[src/rtl/adc_ltc1407a_ctrl_pkg.sv]
// Shared constants, FSM encoding and frame helpers for the LTC1407A-1 SPI controller.
package adc_ltc1407a_ctrl_pkg;

  localparam int ADC_BITS    = 14;
  localparam int FRAME_SCK   = 34;
  localparam int CH0_MSB_IDX = 2;
  localparam int CH1_MSB_IDX = 18;

  typedef enum logic [1:0] {
    ST_IDLE  = 2'd0,
    ST_CONV  = 2'd1,
    ST_SHIFT = 2'd2,
    ST_FIN   = 2'd3
  } state_e;

  typedef logic signed [ADC_BITS-1:0] sample_t;

  // True when SCK period k carries a data bit of the channel whose MSB sits at msb_idx.
  function automatic logic in_window(input logic [5:0] k, input int msb_idx);
    return (int'(k) >= msb_idx) && (int'(k) < msb_idx + ADC_BITS);
  endfunction

endpackage

[src/rtl/adc_ltc1407a_ctrl_if.sv]
// Application handshake plus ADC pin bundle; the controller is the bus master.
interface adc_ltc1407a_ctrl_if;
  import adc_ltc1407a_ctrl_pkg::*;

  logic    start;
  logic    busy;
  logic    done;
  sample_t ch0;
  sample_t ch1;
  logic    spi_sck;
  logic    ad_conv;
  logic    adc_out;

  modport master (
    input  start, adc_out,
    output busy, done, ch0, ch1, spi_sck, ad_conv
  );

  modport slave (
    output start, adc_out,
    input  busy, done, ch0, ch1, spi_sck, ad_conv
  );

endinterface

[src/rtl/adc_ltc1407a_ctrl_spi_sck_div.sv]
// SPI clock divider: CLK_DIV cycles low then CLK_DIV cycles high while enabled, parked low otherwise.
module adc_ltc1407a_ctrl_spi_sck_div #(
  parameter int CLK_DIV = 2
) (
  input  logic clk_i,
  input  logic rst_i,
  input  logic en_i,
  output logic sck_o,
  output logic rise_next_o,
  output logic fall_o
);

  localparam int CNT_W = (CLK_DIV > 1) ? $clog2(CLK_DIV) : 1;
  localparam logic [CNT_W-1:0] CNT_LAST = CNT_W'(CLK_DIV - 1);

  logic [CNT_W-1:0] cnt_q, cnt_d;
  logic             sck_q, sck_d;
  logic             last;

  assign last = (cnt_q == CNT_LAST);

  // NOTE: every always_comb output gets a default first, so no path can infer a latch.
  always_comb begin
    cnt_d = cnt_q;
    sck_d = sck_q;
    if (!en_i) begin
      cnt_d = '0;
      sck_d = 1'b0;
    end else if (last) begin
      cnt_d = '0;
      sck_d = ~sck_q;
    end else begin
      cnt_d = cnt_q + CNT_W'(1);
    end
  end

  // NOTE: state uses non-blocking assignments so every flop samples pre-edge values.
  always_ff @(posedge clk_i) begin
    if (rst_i) begin
      cnt_q <= '0;
      sck_q <= 1'b0;
    end else begin
      cnt_q <= cnt_d;
      sck_q <= sck_d;
    end
  end

  assign sck_o       = sck_q;
  assign rise_next_o = en_i & last & ~sck_q;
  assign fall_o      = en_i & last & sck_q;

endmodule

[src/rtl/adc_ltc1407a_ctrl.sv]
// LTC1407A-1 master: AD_CONV pulse, one 34-period SCK frame, two signed 14-bit results with DONE.
module adc_ltc1407a_ctrl
  import adc_ltc1407a_ctrl_pkg::*;
#(
  parameter int CLK_DIV  = 2,
  parameter int LOGLEVEL = 5
) (
  input logic                 clk_i,
  input logic                 rst_i,
  adc_ltc1407a_ctrl_if.master bus
);

  if (CLK_DIV < 1 || LOGLEVEL < 0) begin : g_param_check
    $error("adc_ltc1407a_ctrl: CLK_DIV must be >= 1 and LOGLEVEL >= 0");
  end

  localparam int CONV_W = $clog2(2 * CLK_DIV);
  localparam logic [CONV_W-1:0] CONV_LAST   = CONV_W'(2 * CLK_DIV - 1);
  localparam logic [5:0]        PERIOD_LAST = 6'(FRAME_SCK - 1);

  state_e            state_q, state_d;
  logic [CONV_W-1:0] conv_q, conv_d;
  logic [5:0]        period_q, period_d;
  sample_t           sr0_q, sr0_d, sr1_q, sr1_d;
  sample_t           ch0_q, ch0_d, ch1_q, ch1_d;
  logic              busy_q, busy_d, done_q, done_d, ad_conv_q, ad_conv_d;
  logic              sck, rise_next, fall_edge;

  adc_ltc1407a_ctrl_spi_sck_div #(.CLK_DIV(CLK_DIV)) u_sck_div (
    .clk_i       (clk_i),
    .rst_i       (rst_i),
    .en_i        (state_q == ST_SHIFT),
    .sck_o       (sck),
    .rise_next_o (rise_next),
    .fall_o      (fall_edge)
  );

  always_comb begin
    state_d  = state_q;
    conv_d   = conv_q;
    period_d = period_q;
    sr0_d    = sr0_q;
    sr1_d    = sr1_q;
    ch0_d    = ch0_q;
    ch1_d    = ch1_q;
    unique case (state_q)
      ST_IDLE: if (bus.start) begin
        state_d  = ST_CONV;
        conv_d   = '0;
        period_d = '0;
      end
      ST_CONV: if (conv_q == CONV_LAST) state_d = ST_SHIFT;
               else conv_d = conv_q + CONV_W'(1);
      ST_SHIFT: begin
        // ADC_OUT is captured on the CLK edge that raises SCK.
        if (rise_next && in_window(period_q, CH0_MSB_IDX)) sr0_d = {sr0_q[ADC_BITS-2:0], bus.adc_out};
        if (rise_next && in_window(period_q, CH1_MSB_IDX)) sr1_d = {sr1_q[ADC_BITS-2:0], bus.adc_out};
        if (fall_edge) begin
          if (period_q == PERIOD_LAST) begin
            state_d = ST_FIN;
            ch0_d   = sr0_q;
            ch1_d   = sr1_q;
          end else begin
            period_d = period_q + 6'd1;
          end
        end
      end
      ST_FIN: state_d = ST_IDLE;
      default: state_d = ST_IDLE;
    endcase
    // Outputs are registered from the next state so they line up with the state they describe.
    busy_d    = (state_d != ST_IDLE);
    done_d    = (state_d == ST_FIN);
    ad_conv_d = (state_d == ST_CONV);
  end

  always_ff @(posedge clk_i) begin
    if (rst_i) begin
      state_q   <= ST_IDLE;
      conv_q    <= '0;
      period_q  <= '0;
      sr0_q     <= '0;
      sr1_q     <= '0;
      ch0_q     <= '0;
      ch1_q     <= '0;
      busy_q    <= 1'b0;
      done_q    <= 1'b0;
      ad_conv_q <= 1'b0;
    end else begin
      state_q   <= state_d;
      conv_q    <= conv_d;
      period_q  <= period_d;
      sr0_q     <= sr0_d;
      sr1_q     <= sr1_d;
      ch0_q     <= ch0_d;
      ch1_q     <= ch1_d;
      busy_q    <= busy_d;
      done_q    <= done_d;
      ad_conv_q <= ad_conv_d;
    end
  end

  assign bus.busy    = busy_q;
  assign bus.done    = done_q;
  assign bus.ch0     = ch0_q;
  assign bus.ch1     = ch1_q;
  assign bus.spi_sck = sck;
  assign bus.ad_conv = ad_conv_q;

endmodule

[src/flat_wrapper.sv]
// flat-port wrapper written by rule: the top's interface ports become plain ports
module adc_ltc1407a_ctrl_flat import adc_ltc1407a_ctrl_pkg::*;
#(
  parameter int CLK_DIV  = 2,
  parameter int LOGLEVEL = 5
)
  (clk_i, rst_i, bus_start, bus_adc_out, bus_busy, bus_done, bus_ch0, bus_ch1, bus_spi_sck, bus_ad_conv);
  adc_ltc1407a_ctrl_if bus_i ();
  input logic clk_i;
  input logic rst_i;
  input wire logic [$bits(bus_i.start)-1:0] bus_start;
  input wire logic [$bits(bus_i.adc_out)-1:0] bus_adc_out;
  output wire logic [$bits(bus_i.busy)-1:0] bus_busy;
  output wire logic [$bits(bus_i.done)-1:0] bus_done;
  output wire logic [$bits(bus_i.ch0)-1:0] bus_ch0;
  output wire logic [$bits(bus_i.ch1)-1:0] bus_ch1;
  output wire logic [$bits(bus_i.spi_sck)-1:0] bus_spi_sck;
  output wire logic [$bits(bus_i.ad_conv)-1:0] bus_ad_conv;
  assign bus_i.start = bus_start;
  assign bus_i.adc_out = bus_adc_out;
  assign bus_busy = bus_i.busy;
  assign bus_done = bus_i.done;
  assign bus_ch0 = bus_i.ch0;
  assign bus_ch1 = bus_i.ch1;
  assign bus_spi_sck = bus_i.spi_sck;
  assign bus_ad_conv = bus_i.ad_conv;
  adc_ltc1407a_ctrl #(.CLK_DIV(CLK_DIV), .LOGLEVEL(LOGLEVEL)) u_core (.clk_i(clk_i), .rst_i(rst_i), .bus(bus_i));
endmodule
[config.mk]
export PLATFORM = sky130hd
export DESIGN_NAME = adc_ltc1407a_ctrl_flat
export DESIGN_NICKNAME = d
export VERILOG_FILES = /design/src/rtl/adc_ltc1407a_ctrl_pkg.sv /design/src/rtl/adc_ltc1407a_ctrl_if.sv /design/src/rtl/adc_ltc1407a_ctrl_spi_sck_div.sv /design/src/rtl/adc_ltc1407a_ctrl.sv /design/src/flat_wrapper.sv
export SDC_FILE = /design/constraint.sdc
export NUM_CORES = 1
export LEC_CHECK = 0
export ABC_AREA = 1
export ABC_CLOCK_PERIOD_IN_PS = 1600
export CAP_MARGIN = 30
export CORE_MARGIN = 3
export CORE_UTILIZATION = 50
export CTS_CLUSTER_DIAMETER = 50
export DETAILED_ROUTE_END_ITERATION = 8
export PLACE_DENSITY = 0.73
export SYNTH_ARGS = -nofsm -noshare
export SYNTH_HDL_FRONTEND = slang
export SYNTH_SLANG_ARGS = --single-unit
export TNS_END_PERCENT = 5
[constraint.sdc]
create_clock -name clk_i -period 1.6 [get_ports clk_i]
set_clock_uncertainty 0.1 [all_clocks]
set_input_delay 0.24 -clock clk_i [delete_from_list [all_inputs] [get_ports clk_i]]
set_output_delay 0.24 -clock clk_i [all_outputs]
set_load 0.01 [all_outputs]
==> results.json <==
{
  "cts_hold_buf": 0,
  "startpoint": "u_core.bus.ch1[9]",
  "p_leak_nw": 1.54,
  "peakVddDrop_mv": 0.780,
  "portBuffers": 35,
  "maxCapViolCount": 0,
  "overflow": 0,
  "grt_max_degree": 39,
  "cts_tree": "yes",
  "synth_compound_area_frac": 0.0966,
  "worst_path_max_delay_cell": "clkdlybuf4s50_1",
  "worstMarginPinSlew_ns": 0.399,
  "place.gp.congestion": 0.808,
  "dp_cells": 500,
  "r2r-start": "u_core.period_q[1]",
  "diodes": 0,
  "synth_warnings": 0,
  "cts_setup_buffers": 0,
  "synth_top_area_share": 0.501,
  "clockBufferDepth": 2,
  "layout_commonest_cell": "nand2_1",
  "hpwl_mm": 4.08,
  "vias": 2600,
  "start_kind": "register",
  "synth_area_sq_um": 2840,
  "cp_num_buf_inv": 1,
  "crit_end": "bus_ch1[9]",
  "design_area_sq_um": 3660,
  "yosysUniqueCellTypes": 21,
  "die_area_sq_um": 6610,
  "synth_top_area_cell": "dfxtp_1",
  "finalWirelength_mm": 6.13,
  "core_sq_um": 5300,
  "finalCritPeriodShare": 0.976,
  "htreeDepth": 3,
  "crit_fanout": 2,
  "rows": 26,
  "synth_seq_cells": 71,
  "setup_tns_ns": 0,
  "critPathArrivalTime_ns": 1.22,
  "antenna_found_initial": 0,
  "final_cell_mix": "87 x nand2_1, 75 x nor2_1, 70 x dfxtp_1",
  "yosys.area_share.adder": 0.0132,
  "synth_area_leaders": "dfxtp_1 50%, nand2_1 12%, nor2_1 10%, nand3_1 6.2%, a21oi_1 6.0%",
  "min_period_ns": 1.56,
  "end_kind": "primary output",
  "die_w_um": 81.3,
  "track_usage": 0.204,
  "cts_root_buffer": "clkbuf_8",
  "slowest_delay_ns": 0.55,
  "finalMaxSlewViolations": 0,
  "syn-instance-count": 395,
  "syn_area_per_cell_sq_um": 7.18,
  "firstDrtPassIters": 4,
  "die_h_um": 81.3,
  "synthMuxAreaShare": 0,
  "status": "finished clean",
  "drt_iter0_drc": 77,
  "area_delta_synth_final_pct": 29.0,
  "io-pin-count": 36,
  "wl_per_cell_um": 11.9,
  "synth_nets": 402,
  "ant_nets": 0,
  "grt_setup_unrepaired": "true",
  "clk_pin_slew_ns": 0.08,
  "max_freq_mhz": 640,
  "finalSetupViolCount": 0,
  "reg2reg_depth": 8,
  "grt_first_pass_wirelength_mm": 10.5,
  "cp_num_cells": 1,
  "drc": 0,
  "vias_per_cell": 5.04,
  "synth_simple_gate_area_frac": 0.310,
  "cts_buffers": 9,
  "r2r_end": "u_core.period_q[3]",
  "synth_top_family_by_area": "simple AND/OR/NAND/NOR gates",
  "relSlewSlack": 0.734,
  "clock_latency_ns": 0.34,
  "hold_class": "reg -> reg",
  "synth_xor_area_frac": 0,
  "drive_gt1_frac": 0.108,
  "clkSinkCount": 71,
  "crit_family": "buffers and inverters",
  "ff2ff_setup_slack_ns": 0.10,
  "dpl-instance-area_sq_um": 3350,
  "initial_utilization": 0.535,
  "fin_nets": 448,
  "crit_required_ns": 1.26,
  "instances_no_fill": 516,
  "powerDensity_nw_per_um2": 998,
  "cp_cell_sequence": "clkdlybuf4s50_1",
  "finalHoldViolCount": 0,
  "grt_pass1_vias": 2441,
  "whs_ns": 0.360,
  "crit_type": "reg -> out",
  "ys_seq_area_frac": 0.501
}
-- per-layer routing --
layer  track usage  up-vias  wire length, um
li1              -     1339                -
met1         0.237     1215             2830
met2         0.357       36             3020
met3        0.0543       10              194
met4        0.0760        0               78
met5             0        -                0
-- worst min-delay path by stage --
stage,cells after the start,end,from,slack [ns]
after CTS,2,u_core.bus.ch0[0],u_core.bus.ch0[0],0.37
final,2,u_core.bus.ch0[1],u_core.bus.ch0[1],0.36
after floorplan,2,u_core.sr0_q[0],bus_adc_out,0.31
after detailed placement,2,u_core.bus.ch0[10],u_core.bus.ch0[10],0.35
after global placement,2,u_core.bus.ch0[0],u_core.bus.ch0[0],0.35
after global routing,2,u_core.bus.ch1[1],u_core.bus.ch1[1],0.38
-- layout make-up --
cell class,instances,area (sq um)
fillers,424,1640
repair buffers,55,562
clock buffers,9,124
inverters,34,128
flip-flops and latches,71,1430
well taps,70,87.6
clock inverters,7,120
multi-input cells,270,1210
-- repair_timing --
action | CTS | global route
pin swaps | 0 | 1
gates resized for setup | 2 | 21
setup endpoints to repair | 21 | 58
gates cloned | 0 | 0
-- cell usage after synthesis --
library cell	instances
nor2_1	76
nor2_4	1
a211oi_1	1
nor3_1	4
inv_2	2
buf_6	1
a31oi_1	1
nor2_2	3
o21ai_0	18
inv_1	32
nand3_1	35
buf_1	2
nand2_1	88
ha_1	3
nand4_1	5
nand2_2	1
buf_2	3
buf_4	3
a21oi_1	34
dfxtp_1	71
clkbuf_1	11
-- state kept, by name, indices dropped and copies added (netlist names) --
| signal | cells |
|---|---|
| u_core.bus.ad_conv | 1 |
| u_core.bus.busy | 1 |
| u_core.bus.ch0 | 14 |
| u_core.bus.ch1 | 14 |
| u_core.bus.done | 1 |
| u_core.conv_q | 2 |
| u_core.period_q | 6 |
| u_core.sr0_q | 14 |
| u_core.sr1_q | 14 |
| u_core.state_q | 2 |
| u_core.u_sck_div.cnt_q | 1 |
| u_core.u_sck_div.sck_o | 1 |
-- through the flow --
step | setup slack, ns | utilization | power (W)
CTS | -0.00424 | 0.679 | 0.00367
global placement | 0.00748 | 0.632 | 0.00196
finish | 0.0379 | 0.690 | 0.00365
detailed placement | -0.00613 | 0.632 | 0.00196
floorplan | 0.138 | - | 0.00191
global route | -0.0228 | 0.690 | 0.00376
-- logic make-up after synthesis --
kind of cell	after synthesis
adders and majority gates	3
AOI/OAI and AO/OA	54
DFF	71
buffers and inverters	54
and+or+nand+nor	213
-- report_power, final --
part / switching [W] / internal [W] / total, W
clock network: 0.000685 / 0.00104 / 0.00173
logic: 0.0000827 / 0.0000578 / 0.000140
registers: 0.00000819 / 0.00178 / 0.00178
total: 0.000776 / 0.00287 / 0.00365
Note: power is estimated with default switching activity, not from simulation.
